File: src/rtl/jfpjc_pkg.sv
// Shared JPEG-pipeline constants, types and width helpers used by the
// camera ingester and the MCU block reader.
package jfpjc_pkg;

  localparam int unsigned MCU_DIM     = 8;
  localparam int unsigned PIX_PER_MCU = 64;

  typedef enum logic [1:0] {
    ST_IDLE,
    ST_READ,
    ST_DRAIN
  } reader_state_e;

  typedef struct packed {
    logic       stripe_end;
    logic       mcu_start;
    logic [7:0] data;
  } pix_beat_t;

  function automatic int unsigned slot_width(input int unsigned ebr_size);
    return (ebr_size / PIX_PER_MCU > 1) ? $clog2(ebr_size / PIX_PER_MCU) : 1;
  endfunction

  function automatic int unsigned blk_sel_width(input int unsigned num_ebr);
    return (num_ebr > 1) ? $clog2(num_ebr) : 1;
  endfunction

endpackage

File: src/rtl/byte_skid_fifo.sv
// Two-entry fall-through FIFO carrying pixel bytes with their sideband flags;
// an empty FIFO passes the incoming beat straight to the output.
module byte_skid_fifo
  import jfpjc_pkg::*;
(
  input  logic      clk,
  input  logic      rst,
  input  logic      push_i,
  input  pix_beat_t push_data_i,
  output logic      out_valid_o,
  output pix_beat_t out_data_o,
  input  logic      out_ready_i,
  output logic [1:0] count_o
);

  pix_beat_t  mem_q [2];
  logic       rd_ptr_q;
  logic       wr_ptr_q;
  logic [1:0] count_q;

  logic pop;
  logic bypass;
  logic store;
  logic deq;

  always_comb begin
    out_valid_o = (count_q != 2'd0) || push_i;
    out_data_o  = '0;
    if (count_q != 2'd0) begin
      out_data_o = mem_q[rd_ptr_q];
    end else if (push_i) begin
      out_data_o = push_data_i;
    end
    pop    = out_valid_o && out_ready_i;
    // A beat arriving at an empty FIFO that is consumed at once is never stored.
    bypass = (count_q == 2'd0) && push_i && out_ready_i;
    store  = push_i && !bypass;
    deq    = pop && (count_q != 2'd0);
  end

  always_ff @(posedge clk or posedge rst) begin
    if (rst) begin
      mem_q[0] <= '0;
      mem_q[1] <= '0;
      rd_ptr_q <= 1'b0;
      wr_ptr_q <= 1'b0;
      count_q  <= '0;
    end else begin
      if (store) begin
        mem_q[wr_ptr_q] <= push_data_i;
        wr_ptr_q        <= ~wr_ptr_q;
      end
      if (deq) begin
        rd_ptr_q <= ~rd_ptr_q;
      end
      count_q <= count_q + 2'(store) - 2'(deq);
    end
  end

  assign count_o = count_q;

endmodule

File: src/rtl/mcu_block_reader.sv
// Reads a completed 8-row stripe from the idle EBR buffer and streams it
// MCU by MCU (raster order inside each 8x8 block) to the JPEG datapath.
module mcu_block_reader
  import jfpjc_pkg::*;
#(
  parameter int unsigned width_pix = 320,
  parameter int unsigned num_ebr   = 5,
  parameter int unsigned ebr_size  = 512
) (
  input  logic                               clock,
  input  logic                               reset,
  input  logic                               frontbuffer_select,
  output logic                               read_en,
  output logic                               read_buffer_select,
  output logic [blk_sel_width(num_ebr)-1:0]  read_block_select,
  output logic [$clog2(ebr_size)-1:0]        read_addr,
  input  logic [7:0]                         read_data,
  output logic [7:0]                         out_pixval,
  output logic                               out_valid,
  input  logic                               out_ready,
  output logic                               out_mcu_start,
  output logic                               out_stripe_end,
  output logic                               busy,
  output logic                               overrun
);

  localparam int unsigned BLK_W  = blk_sel_width(num_ebr);
  localparam int unsigned SLOT_W = slot_width(ebr_size);
  localparam int unsigned ADDR_W = $clog2(ebr_size);
  localparam int unsigned MCUS   = width_pix / MCU_DIM;
  localparam int unsigned MX_W   = (MCUS > 1) ? $clog2(MCUS) : 1;
  localparam logic [MX_W-1:0]  MCUX_LAST = MX_W'(MCUS - 1);
  localparam logic [BLK_W-1:0] BLK_LAST  = BLK_W'(num_ebr - 1);

  reader_state_e     state_q, state_d;
  logic              fb_prev_q;
  logic              rbs_q, rbs_d;
  logic [2:0]        px_q, px_d;
  logic [2:0]        py_q, py_d;
  logic [MX_W-1:0]   mcux_q, mcux_d;
  logic [BLK_W-1:0]  blk_q, blk_d;
  logic [SLOT_W-1:0] slot_q, slot_d;
  logic              overrun_q, overrun_d;
  logic              inflight_q;
  logic [1:0]        side_q;

  logic       toggle;
  logic       is_last;
  logic       first_px;
  logic [1:0] fifo_count;
  logic [1:0] outstanding;
  logic       fifo_pop;
  logic       drain_done;
  pix_beat_t  push_beat;
  pix_beat_t  head_beat;

  byte_skid_fifo u_fifo (
    .clk         (clock),
    .rst         (reset),
    .push_i      (inflight_q),
    .push_data_i (push_beat),
    .out_valid_o (out_valid),
    .out_data_o  (head_beat),
    .out_ready_i (out_ready),
    .count_o     (fifo_count)
  );

  always_comb begin
    push_beat = '{stripe_end: side_q[1], mcu_start: side_q[0], data: read_data};
  end

  always_ff @(posedge clock or posedge reset) begin
    if (reset) begin
      state_q    <= ST_IDLE;
      fb_prev_q  <= 1'b0;
      rbs_q      <= 1'b0;
      px_q       <= '0;
      py_q       <= '0;
      mcux_q     <= '0;
      blk_q      <= '0;
      slot_q     <= '0;
      overrun_q  <= 1'b0;
      inflight_q <= 1'b0;
      side_q     <= '0;
    end else begin
      state_q    <= state_d;
      fb_prev_q  <= frontbuffer_select;
      rbs_q      <= rbs_d;
      px_q       <= px_d;
      py_q       <= py_d;
      mcux_q     <= mcux_d;
      blk_q      <= blk_d;
      slot_q     <= slot_d;
      overrun_q  <= overrun_d;
      inflight_q <= read_en;
      side_q     <= read_en ? {is_last, first_px} : 2'b00;
    end
  end

  always_comb begin
    toggle      = frontbuffer_select != fb_prev_q;
    is_last     = (mcux_q == MCUX_LAST) && (py_q == 3'd7) && (px_q == 3'd7);
    first_px    = (py_q == 3'd0) && (px_q == 3'd0);
    outstanding = fifo_count + 2'(inflight_q);
    fifo_pop    = out_valid && out_ready;
    // Done once everything still owed leaves this cycle, so busy drops right after the last byte.
    drain_done  = (outstanding == 2'd0) || ((outstanding == 2'd1) && fifo_pop);

    state_d   = state_q;
    rbs_d     = rbs_q;
    px_d      = px_q;
    py_d      = py_q;
    mcux_d    = mcux_q;
    blk_d     = blk_q;
    slot_d    = slot_q;
    overrun_d = overrun_q;

    unique case (state_q)
      ST_IDLE: begin
        if (toggle) begin
          state_d = ST_READ;
          rbs_d   = fb_prev_q;
          px_d    = '0;
          py_d    = '0;
          mcux_d  = '0;
          blk_d   = '0;
          slot_d  = '0;
        end
      end
      ST_READ: begin
        if (toggle) begin
          overrun_d = 1'b1;
        end
        if (read_en) begin
          if (px_q == 3'd7) begin
            px_d = '0;
            if (py_q == 3'd7) begin
              py_d = '0;
              if (mcux_q == MCUX_LAST) begin
                mcux_d = '0;
                blk_d  = '0;
                slot_d = '0;
              end else begin
                mcux_d = mcux_q + MX_W'(1);
                if (blk_q == BLK_LAST) begin
                  blk_d  = '0;
                  slot_d = slot_q + SLOT_W'(1);
                end else begin
                  blk_d = blk_q + BLK_W'(1);
                end
              end
            end else begin
              py_d = py_q + 3'd1;
            end
          end else begin
            px_d = px_q + 3'd1;
          end
          if (is_last) begin
            state_d = ST_DRAIN;
          end
        end
      end
      ST_DRAIN: begin
        if (drain_done) begin
          if (toggle) begin
            state_d = ST_READ;
            rbs_d   = fb_prev_q;
            px_d    = '0;
            py_d    = '0;
            mcux_d  = '0;
            blk_d   = '0;
            slot_d  = '0;
          end else begin
            state_d = ST_IDLE;
          end
        end else if (toggle) begin
          overrun_d = 1'b1;
        end
      end
      default: state_d = ST_IDLE;
    endcase
  end

  always_comb begin
    read_en            = (state_q == ST_READ) && (outstanding < 2'd2);
    read_buffer_select = rbs_q;
    read_block_select  = blk_q;
    read_addr          = ADDR_W'({slot_q, py_q, px_q});
    busy               = state_q != ST_IDLE;
    overrun            = overrun_q;
    out_pixval         = head_beat.data;
    out_mcu_start      = head_beat.mcu_start;
    out_stripe_end     = head_beat.stripe_end;
  end

endmodule
File: config.mk
export PLATFORM = sky130hd
export DESIGN_NAME = mcu_block_reader
export DESIGN_NICKNAME = d
export VERILOG_FILES = /design/src/rtl/jfpjc_pkg.sv /design/src/rtl/byte_skid_fifo.sv /design/src/rtl/mcu_block_reader.sv
export SDC_FILE = /design/constraint.sdc
export NUM_CORES = 1
export LEC_CHECK = 0
export CORE_ASPECT_RATIO = 0.9
export CORE_UTILIZATION = 49
export CTS_CLUSTER_SIZE = 30
export DETAILED_ROUTE_END_ITERATION = 8
export GPL_TIMING_DRIVEN = 0
export PLACE_DENSITY_LB_ADDON = 0.3
export SYNTH_ARGS = -nofsm -noshare
export SYNTH_HDL_FRONTEND = slang
export SYNTH_HIERARCHICAL = 1
export SYNTH_SLANG_ARGS = --single-unit
File: constraint.sdc
create_clock -name clock -period 1.96 [get_ports clock]
set_input_delay 0.392 -clock clock [delete_from_list [all_inputs] [get_ports clock]]
set_output_delay 0.392 -clock clock [all_outputs]
set_load 0.01 [all_outputs]
### Word-level counts from Yosys, hierarchy flattened

Cells that the tools add are included.

| storage, ports and cells | value |
|---|---|
| flip-flop bits (word level) | 50 |
| input port bits | 12 |

| operators by class | value |
|---|---|
| add/subtract/negate cells | 8 |
| $lt $le $gt $ge | 4 |
| equality and inequality tests | 16 |
| muxes and demuxes | 55 |
| bitwise logic cells | 4 |
| reduce and logical (&&, ||, !) cells | 31 |

Operators by type and width:

| operator | number |
|---|---|
| $mux 3 | 23 |
| $mux 10 | 6 |
| $mux 6 | 6 |
| $pmux 3 s3 | 4 |
| $bwmux 20 | 1 |
| $pmux 6 s3 | 1 |
| $ne 2x2->1 const B | 7 |
| $add 3x1->3 const B | 4 |
| $logic_and 1x1->1 | 11 |
| $demux 10 s1 | 1 |
| $mux 2 | 5 |
| $eq 3x3->1 const B | 3 |
| $reduce_and 4->1 | 2 |
| $reduce_bool 2->1 | 4 |
| $add 6x1->6 const B | 1 |
| $eq 6x6->1 const B | 1 |
| $logic_not 2->1 | 3 |
| $logic_not 3->1 | 2 |
| $pmux 2 s3 | 1 |
| $reduce_and 6->1 | 1 |
| $mux 1 | 5 |
| $reduce_and 5->1 | 1 |
| $add 2x1->2 | 2 |
| $eq 2x1->1 const B | 2 |
| 15 further kinds | 21 |

### Depth between registers and ports, before layout

| logic depth | value |
|---|---|
| word-level depth | 7 |
| gate-level depth with buffers | 8 |
| gate-level depth less buffers | 7 |

### Hierarchy

Netlist, hierarchy kept.

By module, submodules not included:

| module | times used | cells each | area an instance (um2) | seq. area each (um2) |
|---|---|---|---|---|
| mcu_block_reader | 1 | 130 | 1427.6 | 650.6 |
| byte_skid_fifo | 1 | 94 | 1187.4 | 600.6 |

### Least setup slack after synthesis

No wires, ideal clock.

| path | value |
|---|---|
| path type | register -> register |
| from | reg u_fifo.count_q[1] (netlist: u_fifo/count_o[1]) |
| to | reg slot_q[0] |
| data arrival time | 2.010 ns |
| data required time | 1.835 ns |
| slack | -0.175 ns |
| stages on the path, launching flop included | 7 |
| path buffers | 0 |
| period minus slack after synthesis | 2.135 ns |
| cell sequence | dfrtp_1 > or3_1 > a21boi_0 > o21ai_4 > a21oi_4 > a211oi_4 > mux2_4 |

| between the ends | value |
|---|---|
| longest elaborated chain between the ends | 7 |
| elaborated cells on any way between the ends | 13 |

Ends and longest elaborated chain:

| element | RTL line | text |
|---|---|---|
| start, declared | byte_skid_fifo.sv:19 | `logic [1:0] count_q;` |
| start signal, assigned | byte_skid_fifo.sv:56 | `count_q <= count_q + 2'(store) - 2'(deq);` |
| $reduce_bool 2->1 | byte_skid_fifo.sv:27 | `out_valid_o = (count_q != 2'd0) \|\| push_i;` |
| $logic_or 1x1->1 | byte_skid_fifo.sv:27 |  |
| via out_valid | mcu_block_reader.sv:19 | `output logic out_valid,` |
| $logic_and 1x1->1 | mcu_block_reader.sv:105 | `fifo_pop = out_valid && out_ready;` |
| $logic_and 1x1->1 | mcu_block_reader.sv:107 | `drain_done = (outstanding == 2'd0) \|\| ((outstanding == 2'd1) && fifo_pop);` |
| $logic_or 1x1->1 | mcu_block_reader.sv:107 |  |
| $ne 2x2->1 (no line) | - |  |
| $reduce_and 6->1 (no line) | - |  |
| end signal, assigned | mcu_block_reader.sv:93 | `slot_q <= slot_d;` |
| end, declared | mcu_block_reader.sv:42 | `logic [SLOT_W-1:0] slot_q, slot_d;` |

The timed path passes the listed nets, and every way through them passes these cells.
A chain may end at the register's enable or synchronous reset.

### Final worst setup path

| path | value |
|---|---|
| from | reg u_fifo.count_q[0] (netlist: u_fifo/count_o[0]) |
| to | reg slot_q[0] |

| between the ends | value |
|---|---|
| longest elaborated chain between the ends | 7 |
| elaborated cells on any way between the ends | 13 |

Ends and longest elaborated chain:

| element |
|---|
| branches (longest 6 deep; another with $add 2x1->2) |
| $reduce_and 6->1 (no line) * |

Every way passes the cells marked *.

==> results.cfg <==
[global_routing]
grt_pass1_vias = 1899
grt_antenna_before_repair = 0
grt_max_degree = 27
grt_pass1_wl_um = 9190
overflow = 0
track_usage_pct = 20.9

[cts]
cts.sinks = 50
cts_tree = yes
hold_buffers = 0
cts_made_buffers = 5
clockBufferDepth = 2
clockRootBuffer = clkbuf_8
htree_levels = 2
worst_skew_pair.late_latency_ps = 290
cts.clk_slew.worst_paths_ps = 90

[timing]
slew_headroom_pct = 31.0
rsz0062_at_grt = true
fin_crit_sh_pct = 102
slew_viol_final = 0
setup_viol = 3
setup_slack_ps = -39.8
finalClockSkew_ps = 4.51
period_needed_ps = 2000
fmax_ghz = 0.500
tightest_slew_ps = 1030
finalSetupTns_ps = -55.3
hold_viol = 0

[power_and_ir_drop]
powerDensity_mw_per_mm2 = 1430
ir_worst_vdd_uv = 1020
p_leak_nw = 1.48
p_total_mw = 4.80

[setup_path]
crit_end = slot_q[0]
r2r_slack_ps = -40
path_buf_inv = 2
critPathArrivalTime_ps = 2190
worst-r2r-cell-count = 8
cpMaxStageDelayCell = dfrtp_1
crit_family = flip-flops
path_depth = 8
critPathMostFrequentCell = buf_6
r2r-start = u_fifo/count_o[0]
crit_start = u_fifo/count_o[0]
crit_type = reg -> reg
crit_fanout = 8
crit_path_max_incr_delay_ps = 420
start_kind = flop
r2r-end = slot_q[0]
path_cells = buf_6 -> ha_4 -> xor2_4 -> nor2_4 -> buf_6 -> a21oi_4 -> a211oi_4 -> mux2_4
worstPathRequired_ps = 2150
worstSetupEndpointType = flop

[drt]
avgRoutedWirePerCell_um = 15.6
drc = 0
viasPerCell = 5.42
num_vias = 1903
drtIter0Drc = 191
wl_um = 5490
firstDrtPassIters = 4
ant_nets = 0

[yosys]
synth_largest_area_cell = dfrtp_1
synthArstFlopShare_pct = 100
synth_area_leaders = dfrtp_1 48%, mux2_2 9.0%, ha_1 6.2%, mux2i_1 4.2%, nand3_1 2.7%
yosys_warnings = 6
postSynthCellCount = 224
synth.top_cell.area_share_pct = 47.8
syn_nets = 249
ys.flop_type = dfrtp_1
syn_avg_cell_area_sq_um = 11.7
synth.ff_latch_count = 50
ys_seq_area_share_pct = 47.8
syn_area_sq_mm = 0.00262
synth-edff-count = 0
netlist-cell-type-count = 53

[placed_design]
hpwlAfterDp_um = 3600
routabilityCongestion = 0.757
pre_cts_ws_ps = -398
portBuffers = 38
place_inst = 327

[floorplan]
fp.dieW_um = 79.0
io_pins = 39
initial_core_util_pct = 52.5
core_sq_mm = 0.00498
die_area_sq_mm = 0.00563
fp.dieH_um = 71.3
core.rowCount = 24

[final_layout]
mostFrequentLayoutCells = 46 x dfrtp_1, 24 x clkdlybuf4s50_1, 21 x mux2_2
fill_cells = 393
multiInputGateArea_sq_mm = 0.00135
final_cells = 351
final_common_cell = dfrtp_1
drive_gt1_share_pct = 30.4
areaGrowthSynthToFinish_pct = 28.5
nets = 310
register_area_sq_mm = 0.00126
antenna_cells = 0
final_util_pct = 67.4

[run_status]
status = complete, but fails checks
violations = negative setup slack

[job]
max-cap-violations = 0

[hold_path]
worstHoldPathType = reg -> reg
## synthesized netlist by cell type (3+ instances only)
library cell / instances
a21oi_4: 3
inv_1: 11
mux2_2: 21
nand2_1: 12
a32o_1: 3
mux2i_1: 11
o21ai_1: 4
xnor2_1: 5
a22o_1: 5
or3_1: 3
nor2_1: 10
o21ai_0: 11
dfrtp_1: 50
ha_1: 13
nand3_1: 14
## routing by layer
metal,GRT usage [%],up-vias,part of all wire (%)
li1,-,923,-
met1,30.7,919,48
met2,32.4,59,46
met3,4.46,2,5.3
met4,3.84,0,0.15
met5,0,-,0
## kinds of logic after synthesis
kind of cell | count (synthesis) | synth area share (%)
XOR/XNOR | 7 | 2.63
buffers and inverters | 17 | 3.11
adder cells (fa/ha/maj) | 13 | 6.22
multiplexers | 34 | 14.3
flip-flops | 50 | 47.8
AO/OA/AOI/OAI | 47 | 14.4
AND/OR/NAND/NOR | 56 | 11.5
## through the flow
| step | instance area, sq um | hold WS (ps) |
|---|---|---|
| 6_report | 3360 | 490 |
| 5_1_grt | 3360 | 516 |
| 4_1_cts | 3330 | 494 |
| 3_5_place_dp | 3090 | 470 |
| 3_3_place_gp | 3090 | 469 |
| 2_1_floorplan | 2630 | 407 |
## state kept, by name, summed over array words and instances (netlist names)
signal,cells
px_q,3
side_q,2
u_fifo/rd_ptr_q,1
slot_q,3
read_block_select,3
py_q,3
overrun,1
u_fifo/count_o,2
u_fifo/wr_ptr_q,1
inflight_q,1
state_q,2
mcux_q,6
read_buffer_select,1
u_fifo/mem_q,20
fb_prev_q,1
## area by class of cell
cell class	count	share of cell area, %
Buffer	6	1.60
Sequential cell	50	37.4
Timing Repair Buffer	54	14.3
Multi-Input combinational cell	157	40.2
Inverter	11	1.23
Clock buffer	7	2.57
Tap cell	65	2.42
Clock inverter	1	0.261
## power breakdown
group / internal (mW) / switching, mW / leakage [nW] / total (mW)
sequential: 1.36 / 0.226 / 0.594 / 1.59
clock: 0.292 / 0.322 / 0.0489 / 0.614
combinational: 1.33 / 1.26 / 0.837 / 2.59
## what timing repair did
| item | in CTS | in global routing |
|---|---|---|
| gates resized for setup | 43 | 37 |
| setup endpoints to repair | 20 | 21 |
| buffers inserted | 13 | 2 |
| pin swaps | 9 | 9 |
| cloned | 0 | 1 |
## worst reg2reg max path, cell delays in order, from the launching register on
cell	delay (ps)
dfrtp_1	420
buf_6	140
ha_4	170
xor2_4	190
nor2_4	170
buf_6	150
a21oi_4	50
a211oi_4	280
mux2_4	320
## worst min path at each step
stage | start | end | slack [ps] | depth (start not counted)
global placement | overrun | overrun | 470 | 1
CTS | overrun | overrun | 490 | 1
global route | u_fifo/wr_ptr_q | u_fifo/wr_ptr_q | 520 | 1
finish | overrun | overrun | 490 | 1
detailed placement | overrun | overrun | 470 | 1
floorplan | reset | u_fifo/count_o[0] | 410 | 1
No activity file was read; power rests on OpenSTA's default activity.
